**src/rtl/ioport_pkg.sv**
```systemverilog
// rtl/ioport_pkg.sv - shared types and constants for the I/O port transmitter
package ioport_pkg;

  localparam int BYTE_W = 8;

  typedef enum logic {
    IDLE,
    SEND
  } ser_state_e;

  // Byte-index width; a one-byte word still needs a 1-bit index.
  function automatic int idx_width(input int n);
    return (n > 1) ? $clog2(n) : 1;
  endfunction

endpackage

```
**src/rtl/ioport_tx_fifo.sv**
```systemverilog
// rtl/ioport_tx_fifo.sv - synchronous word FIFO with zero-latency head
module ioport_tx_fifo #(
  parameter int WIDTH = 32,
  parameter int DEPTH = 2
) (
  input  logic                     clk,
  input  logic                     rst_n,
  input  logic                     push,
  input  logic [WIDTH-1:0]         push_data,
  input  logic                     pop,
  output logic [WIDTH-1:0]         head,
  output logic                     full,
  output logic                     empty,
  output logic [$clog2(DEPTH):0]   count
);

  localparam int PTR_W = $clog2(DEPTH);
  localparam int CNT_W = PTR_W + 1;

  logic [WIDTH-1:0] mem_q [DEPTH];
  logic [PTR_W-1:0] wr_ptr_q, wr_ptr_d;
  logic [PTR_W-1:0] rd_ptr_q, rd_ptr_d;
  logic [CNT_W-1:0] count_q, count_d;
  logic             push_ok, pop_ok;

  assign full    = (count_q == CNT_W'(DEPTH));
  assign empty   = (count_q == '0);
  assign count   = count_q;
  assign head    = mem_q[rd_ptr_q];
  assign push_ok = push && !full;
  assign pop_ok  = pop && !empty;

  // Pointers wrap naturally because DEPTH is a power of two.
  always_comb begin
    wr_ptr_d = wr_ptr_q + PTR_W'(push_ok);
    rd_ptr_d = rd_ptr_q + PTR_W'(pop_ok);
    count_d  = count_q + CNT_W'(push_ok) - CNT_W'(pop_ok);
  end

  always_ff @(posedge clk or negedge rst_n) begin
    if (!rst_n) begin
      wr_ptr_q <= '0;
      rd_ptr_q <= '0;
      count_q  <= '0;
    end else begin
      wr_ptr_q <= wr_ptr_d;
      rd_ptr_q <= rd_ptr_d;
      count_q  <= count_d;
    end
  end

  always_ff @(posedge clk) begin
    if (push_ok) begin
      mem_q[wr_ptr_q] <= push_data;
    end
  end

endmodule

```
**src/rtl/ioport_tx.sv**
```systemverilog
// rtl/ioport_tx.sv - word-to-byte serializer, MSB first, with word FIFO
module ioport_tx
  import ioport_pkg::*;
#(
  parameter int WIDTH_BYTES = 4,
  parameter int FIFO_DEPTH  = 2
) (
  input  logic                          clk,
  input  logic                          rst_n,
  input  logic [WIDTH_BYTES*BYTE_W-1:0] in_data,
  input  logic                          in_valid,
  output logic                          in_ready,
  output logic [BYTE_W-1:0]             out_byte,
  output logic                          out_valid,
  output logic                          out_last,
  input  logic                          out_ready,
  output logic                          busy,
  output logic [15:0]                   words_sent
);

  localparam int WORD_W = WIDTH_BYTES * BYTE_W;
  localparam int IDX_W  = idx_width(WIDTH_BYTES);
  localparam int CNT_W  = $clog2(FIFO_DEPTH) + 1;
  localparam logic [IDX_W-1:0] IDX_TOP = IDX_W'(WIDTH_BYTES - 1);

  logic              fifo_full, fifo_empty, push, pop, load;
  logic [WORD_W-1:0] fifo_head;
  logic [CNT_W-1:0]  fifo_count, count_next;
  logic [IDX_W-1:0]  idx_dec;
  logic [BYTE_W-1:0] dec_byte;

  ser_state_e        state_q, state_d;
  logic [WORD_W-1:0] shreg_q, shreg_d;
  logic [IDX_W-1:0]  idx_q, idx_d;
  logic [BYTE_W-1:0] out_byte_q, out_byte_d;
  logic              out_valid_q, out_valid_d;
  logic              out_last_q, out_last_d;
  logic              busy_q, busy_d;
  logic [15:0]       words_sent_q, words_sent_d;

  // in_ready depends only on the registered occupancy, never on out_ready.
  assign in_ready = !fifo_full;
  assign push     = in_valid && !fifo_full;

  ioport_tx_fifo #(
    .WIDTH (WORD_W),
    .DEPTH (FIFO_DEPTH)
  ) u_fifo (
    .clk       (clk),
    .rst_n     (rst_n),
    .push      (push),
    .push_data (in_data),
    .pop       (pop),
    .head      (fifo_head),
    .full      (fifo_full),
    .empty     (fifo_empty),
    .count     (fifo_count)
  );

  always_comb begin
    idx_dec  = idx_q - 1'b1;
    dec_byte = '0;
    for (int i = 0; i < WIDTH_BYTES; i++) begin
      if (IDX_W'(i) == idx_dec) begin
        dec_byte = shreg_q[i*BYTE_W +: BYTE_W];
      end
    end
  end

  always_comb begin
    state_d      = state_q;
    shreg_d      = shreg_q;
    idx_d        = idx_q;
    out_byte_d   = out_byte_q;
    out_valid_d  = out_valid_q;
    out_last_d   = out_last_q;
    words_sent_d = words_sent_q;
    pop          = 1'b0;
    load         = 1'b0;

    case (state_q)
      IDLE: begin
        load = !fifo_empty;
      end
      SEND: begin
        if (out_ready) begin
          if (idx_q != '0) begin
            idx_d      = idx_dec;
            out_byte_d = dec_byte;
            out_last_d = (idx_dec == '0);
          end else begin
            words_sent_d = words_sent_q + 16'd1;
            if (!fifo_empty) begin
              load = 1'b1;
            end else begin
              state_d     = IDLE;
              out_valid_d = 1'b0;
              out_last_d  = 1'b0;
            end
          end
        end
      end
      default: begin
        state_d     = IDLE;
        out_valid_d = 1'b0;
        out_last_d  = 1'b0;
      end
    endcase

    // A load on the last-byte handshake gives back-to-back words with no bubble.
    if (load) begin
      pop         = 1'b1;
      shreg_d     = fifo_head;
      idx_d       = IDX_TOP;
      state_d     = SEND;
      out_valid_d = 1'b1;
      out_byte_d  = fifo_head[WORD_W-1 -: BYTE_W];
      out_last_d  = (WIDTH_BYTES == 1);
    end

    count_next = fifo_count + CNT_W'(push) - CNT_W'(pop);
    busy_d     = (state_d == SEND) || (count_next != '0);
  end

  always_ff @(posedge clk or negedge rst_n) begin
    if (!rst_n) begin
      state_q      <= IDLE;
      shreg_q      <= '0;
      idx_q        <= '0;
      out_byte_q   <= '0;
      out_valid_q  <= 1'b0;
      out_last_q   <= 1'b0;
      busy_q       <= 1'b0;
      words_sent_q <= '0;
    end else begin
      state_q      <= state_d;
      shreg_q      <= shreg_d;
      idx_q        <= idx_d;
      out_byte_q   <= out_byte_d;
      out_valid_q  <= out_valid_d;
      out_last_q   <= out_last_d;
      busy_q       <= busy_d;
      words_sent_q <= words_sent_d;
    end
  end

  assign out_byte   = out_byte_q;
  assign out_valid  = out_valid_q;
  assign out_last   = out_last_q;
  assign busy       = busy_q;
  assign words_sent = words_sent_q;

endmodule

```
**config.mk**
```make
export PLATFORM = sky130hd
export DESIGN_NAME = ioport_tx
export DESIGN_NICKNAME = d
export VERILOG_FILES = /design/src/rtl/ioport_pkg.sv /design/src/rtl/ioport_tx_fifo.sv /design/src/rtl/ioport_tx.sv
export SDC_FILE = /design/constraint.sdc
export NUM_CORES = 1
export LEC_CHECK = 0
export CAP_MARGIN = 40
export CORE_UTILIZATION = 35
export CTS_CLUSTER_DIAMETER = 200
export DETAILED_ROUTE_END_ITERATION = 16
export SYNTH_ARGS = -nofsm -noshare
export SYNTH_HDL_FRONTEND = slang
export SYNTH_SLANG_ARGS = --single-unit
```
**constraint.sdc**
```tcl
create_clock -name clk -period 2.83 [get_ports clk]
set_input_delay 0.566 -clock clk [delete_from_list [all_inputs] [get_ports clk]]
set_output_delay 0.566 -clock clk [all_outputs]
set_load 0.01 [all_outputs]
```
==> run summary <==
Antenna violations before repair: 0
Crit path buffers/inverters: 2
Clock transition at path regs: 0.06 ns
Syn-to-layout area delta: 26.8%
Area leader, netlist: edfxtp_1
Mean Syn Cell Area: 13.4 sq um
Worst Clk Skew: 0.00742 ns
Number of setup violations in the final report: 0
Core Footprint: 14,700 sq um
Critical Path Fanout Max: 4
Fin Setup TNS: 0 ns
Vias in the first global route: 3,181
Grt met2 use: 20.8%
Synth unique cells: 34
Max Fclk: 458 MHz
Global-route wire length before repair: 16,400 um
Outcome: finished, violations left
Startpoint Class: flop
Worst path required time: 3.11 ns
H-tree depth: 4
P per Cell Area: 1070 nW/um^2
Post-synthesis net count: 446
Buffer count from post-CTS setup fixing: 0
Syn Inst Count: 398
Initial DRC Count: 257
YS warnings: 0
Vias per std cell: 4.81
IO Pins: 64
RSZ-0062 raised after global routing: false
NumNets Final: 515
Routed via count: 3,191
Largest net degree at the start of global routing: 84
Worst-skew pair later-pin latency: 0.41 ns
Area contributors post-synth: edfxtp_1, dfrtp_1, mux2i_1, a21oi_1, ha_1
Detailed Place HPWL: 6330 um
Met3 Use GR: 4.75%
TritonCTS buffer count: 17
Slowest CP cell: dfrtp_1
Maxcap violations: 0
Routed Antenna Nets: 0
Post-synth EDFFs: 64
Top-count cell post-synth: dfrtp_1
Cts repair resizes: 0
Clk buf depth: 2
Hold_buf cts: 0
Flops & latches, synth: 130
Tmin final: 2.18 ns
CP Class: flop to flop
Residual DRC count: 7
Top_reg_cell synth: dfrtp_1
Final Hold Viols: 0
Seq/Total Area, Yosys: 67.0%
Grt peak-use layer: met2
Rows: 44
Share of cells above drive strength 1: 9.79%
Slew Limit Fails: 0
Post-synth top cells: dfrtp_1, edfxtp_1, a21oi_1, nor2_1, mux2i_1
Die width: 125 um
Critical Path Sink Type: flop
Max_slew headroom: 47.4%
First-pass detailed-route iteration total: 11
Most frequent CP cell: ha_1
Hold Crit Class: input port to asynchronous set/reset pin
Maximum VDD drop: 0.530 mV
Clock Sinks: 130
Area of the mapped netlist: 5330 sq um
FFs w/ async S/R, synth: 50.8%
Fin crit share: 77.2%
Failing checks: DRC
Clock root cell: clkbuf_16
Top cell type's share of synthesized area: 36.0%
DIE AREA: 15,700 sq um
N_diodes: 0
Port bufs: 63
Fin cells: 664
Die Height: 125 um
Drt wl/cell: 14.7 um
Max stage delay on crit path: 0.42 ns
Family with the most delay on the worst path: adder cells
CP arrival: 2.46 ns
Static Leak: 0.00276 uW
Placed insts: 632
Ordered cell list for the critical path: inv_1 > ha_1 > nand2_2 > a21oi_4 > ha_1 > inv_1 > ha_1 > or3_1
Worst Tran Pin Value: 0.790 ns
Drt total wl: 9780 um
GR Util met1: 18.4%
CTS tree: yes
Total track usage: 13.8%
Initial core utilization: 36.3%
GPL Wtd Cong: 0.703
Gr ovfl total: 0
-- cells by family (layout without fill, tap and decap cells) --
kind of cell | after synthesis | after routing | share of synthesized area [%]
compound gates | 88 | 88 | 10.2
xor+xnor | 19 | 19 | 3.12
fa+ha+maj | 12 | 12 | 2.81
buf+inv | 37 | 119 | 3.28
flops | 130 | 130 | 67.0
mux | 33 | 33 | 6.19
simple gates | 79 | 79 | 7.37
-- sequential cells by signal, summed over array words and instances, names as in the netlist --
name             count
u_fifo.count         2
busy                 1
out_byte             8
u_fifo.rd_ptr_q      1
shreg_q             32
out_valid            1
out_last             1
state_q              1
u_fifo.wr_ptr_q      1
words_sent          16
idx_q                2
u_fifo.mem_q        64
-- final timing paths --
check	startpoint	end	slack (ns)	cells after the start
max in group asynchronous	rst_n	u_fifo.rd_ptr_q	1.93	2
max	idx_q[0]	busy	0.65	8
min	rst_n	words_sent[0]	0.24	1
min in group clk	words_sent[15]	words_sent[15]	0.48	1
max reg2reg	idx_q[0]	busy	0.65	8
min reg2reg	words_sent[15]	words_sent[15]	0.48	1
-- worst reg2reg max path: stages, from the launching register on --
cell and delay, ns:
dfrtp_1 0.42, inv_1 0.13, ha_1 0.28, nand2_2 0.13, a21oi_4 0.21, ha_1 0.25, inv_1 0.06, ha_1 0.22
or3_1 0.36
-- stage by stage --
stage                     hold slack [ns]  power [uW]  area [sq um]  setup slack (ns)  util, %
after detailed placement            0.483        5090          6160             0.417     41.9
after global routing                0.304        7710          6770             0.537     46.0
after global placement              0.465        5030          6160             0.441     41.9
final                               0.244        7230          6770             0.646     46.0
after CTS                           0.264        7330          6770             0.647     46.0
after floorplan                     0.270        4380          5330             0.503        -
-- report_power, final --
| group | internal, uW | total (uW) | leakage (uW) | switching [uW] |
|---|---|---|---|---|
| sequential | 2590 | 2910 | 0.00136 | 318 |
| clock | 1410 | 2200 | 0.000289 | 795 |
| combinational | 962 | 2120 | 0.00112 | 1150 |
| total | 4960 | 7230 | 0.00276 | 2270 |
-- placed cells by master, fill, tap and decap left out, types with 9 or more instances in the layout --
cell type	synthesis	routed
nor2_1	37	37
a21oi_1	58	58
inv_1	17	17
mux2i_1	33	33
clkdlybuf4s50_1	0	62
o21ai_0	9	9
nand2_1	21	21
dfrtp_1	66	65
ha_1	12	12
xnor2_1	13	13
edfxtp_1	64	64
clkbuf_16	0	17
-- metal layers --
metal  wire length [um]  part of all wire (%)  vias to the layer above
met5                  0                     0                        -
met4                100                   1.0                        0
met3                448                   4.6                        8
met2               4500                    46                       71
met1               4720                    48                     1540
li1                   -                     -                     1572
-- final cells by class --
class,count,area (sq um)
Inverter,17,63.8
Timing Repair Buffer,70,703
Clock inverter,13,158
Clock buffer,19,443
Fill cell,1302,7930
Tap cell,184,230
Sequential cell,130,3570
Multi-Input combinational cell,231,1590
(Power assumes the default switching activity.)
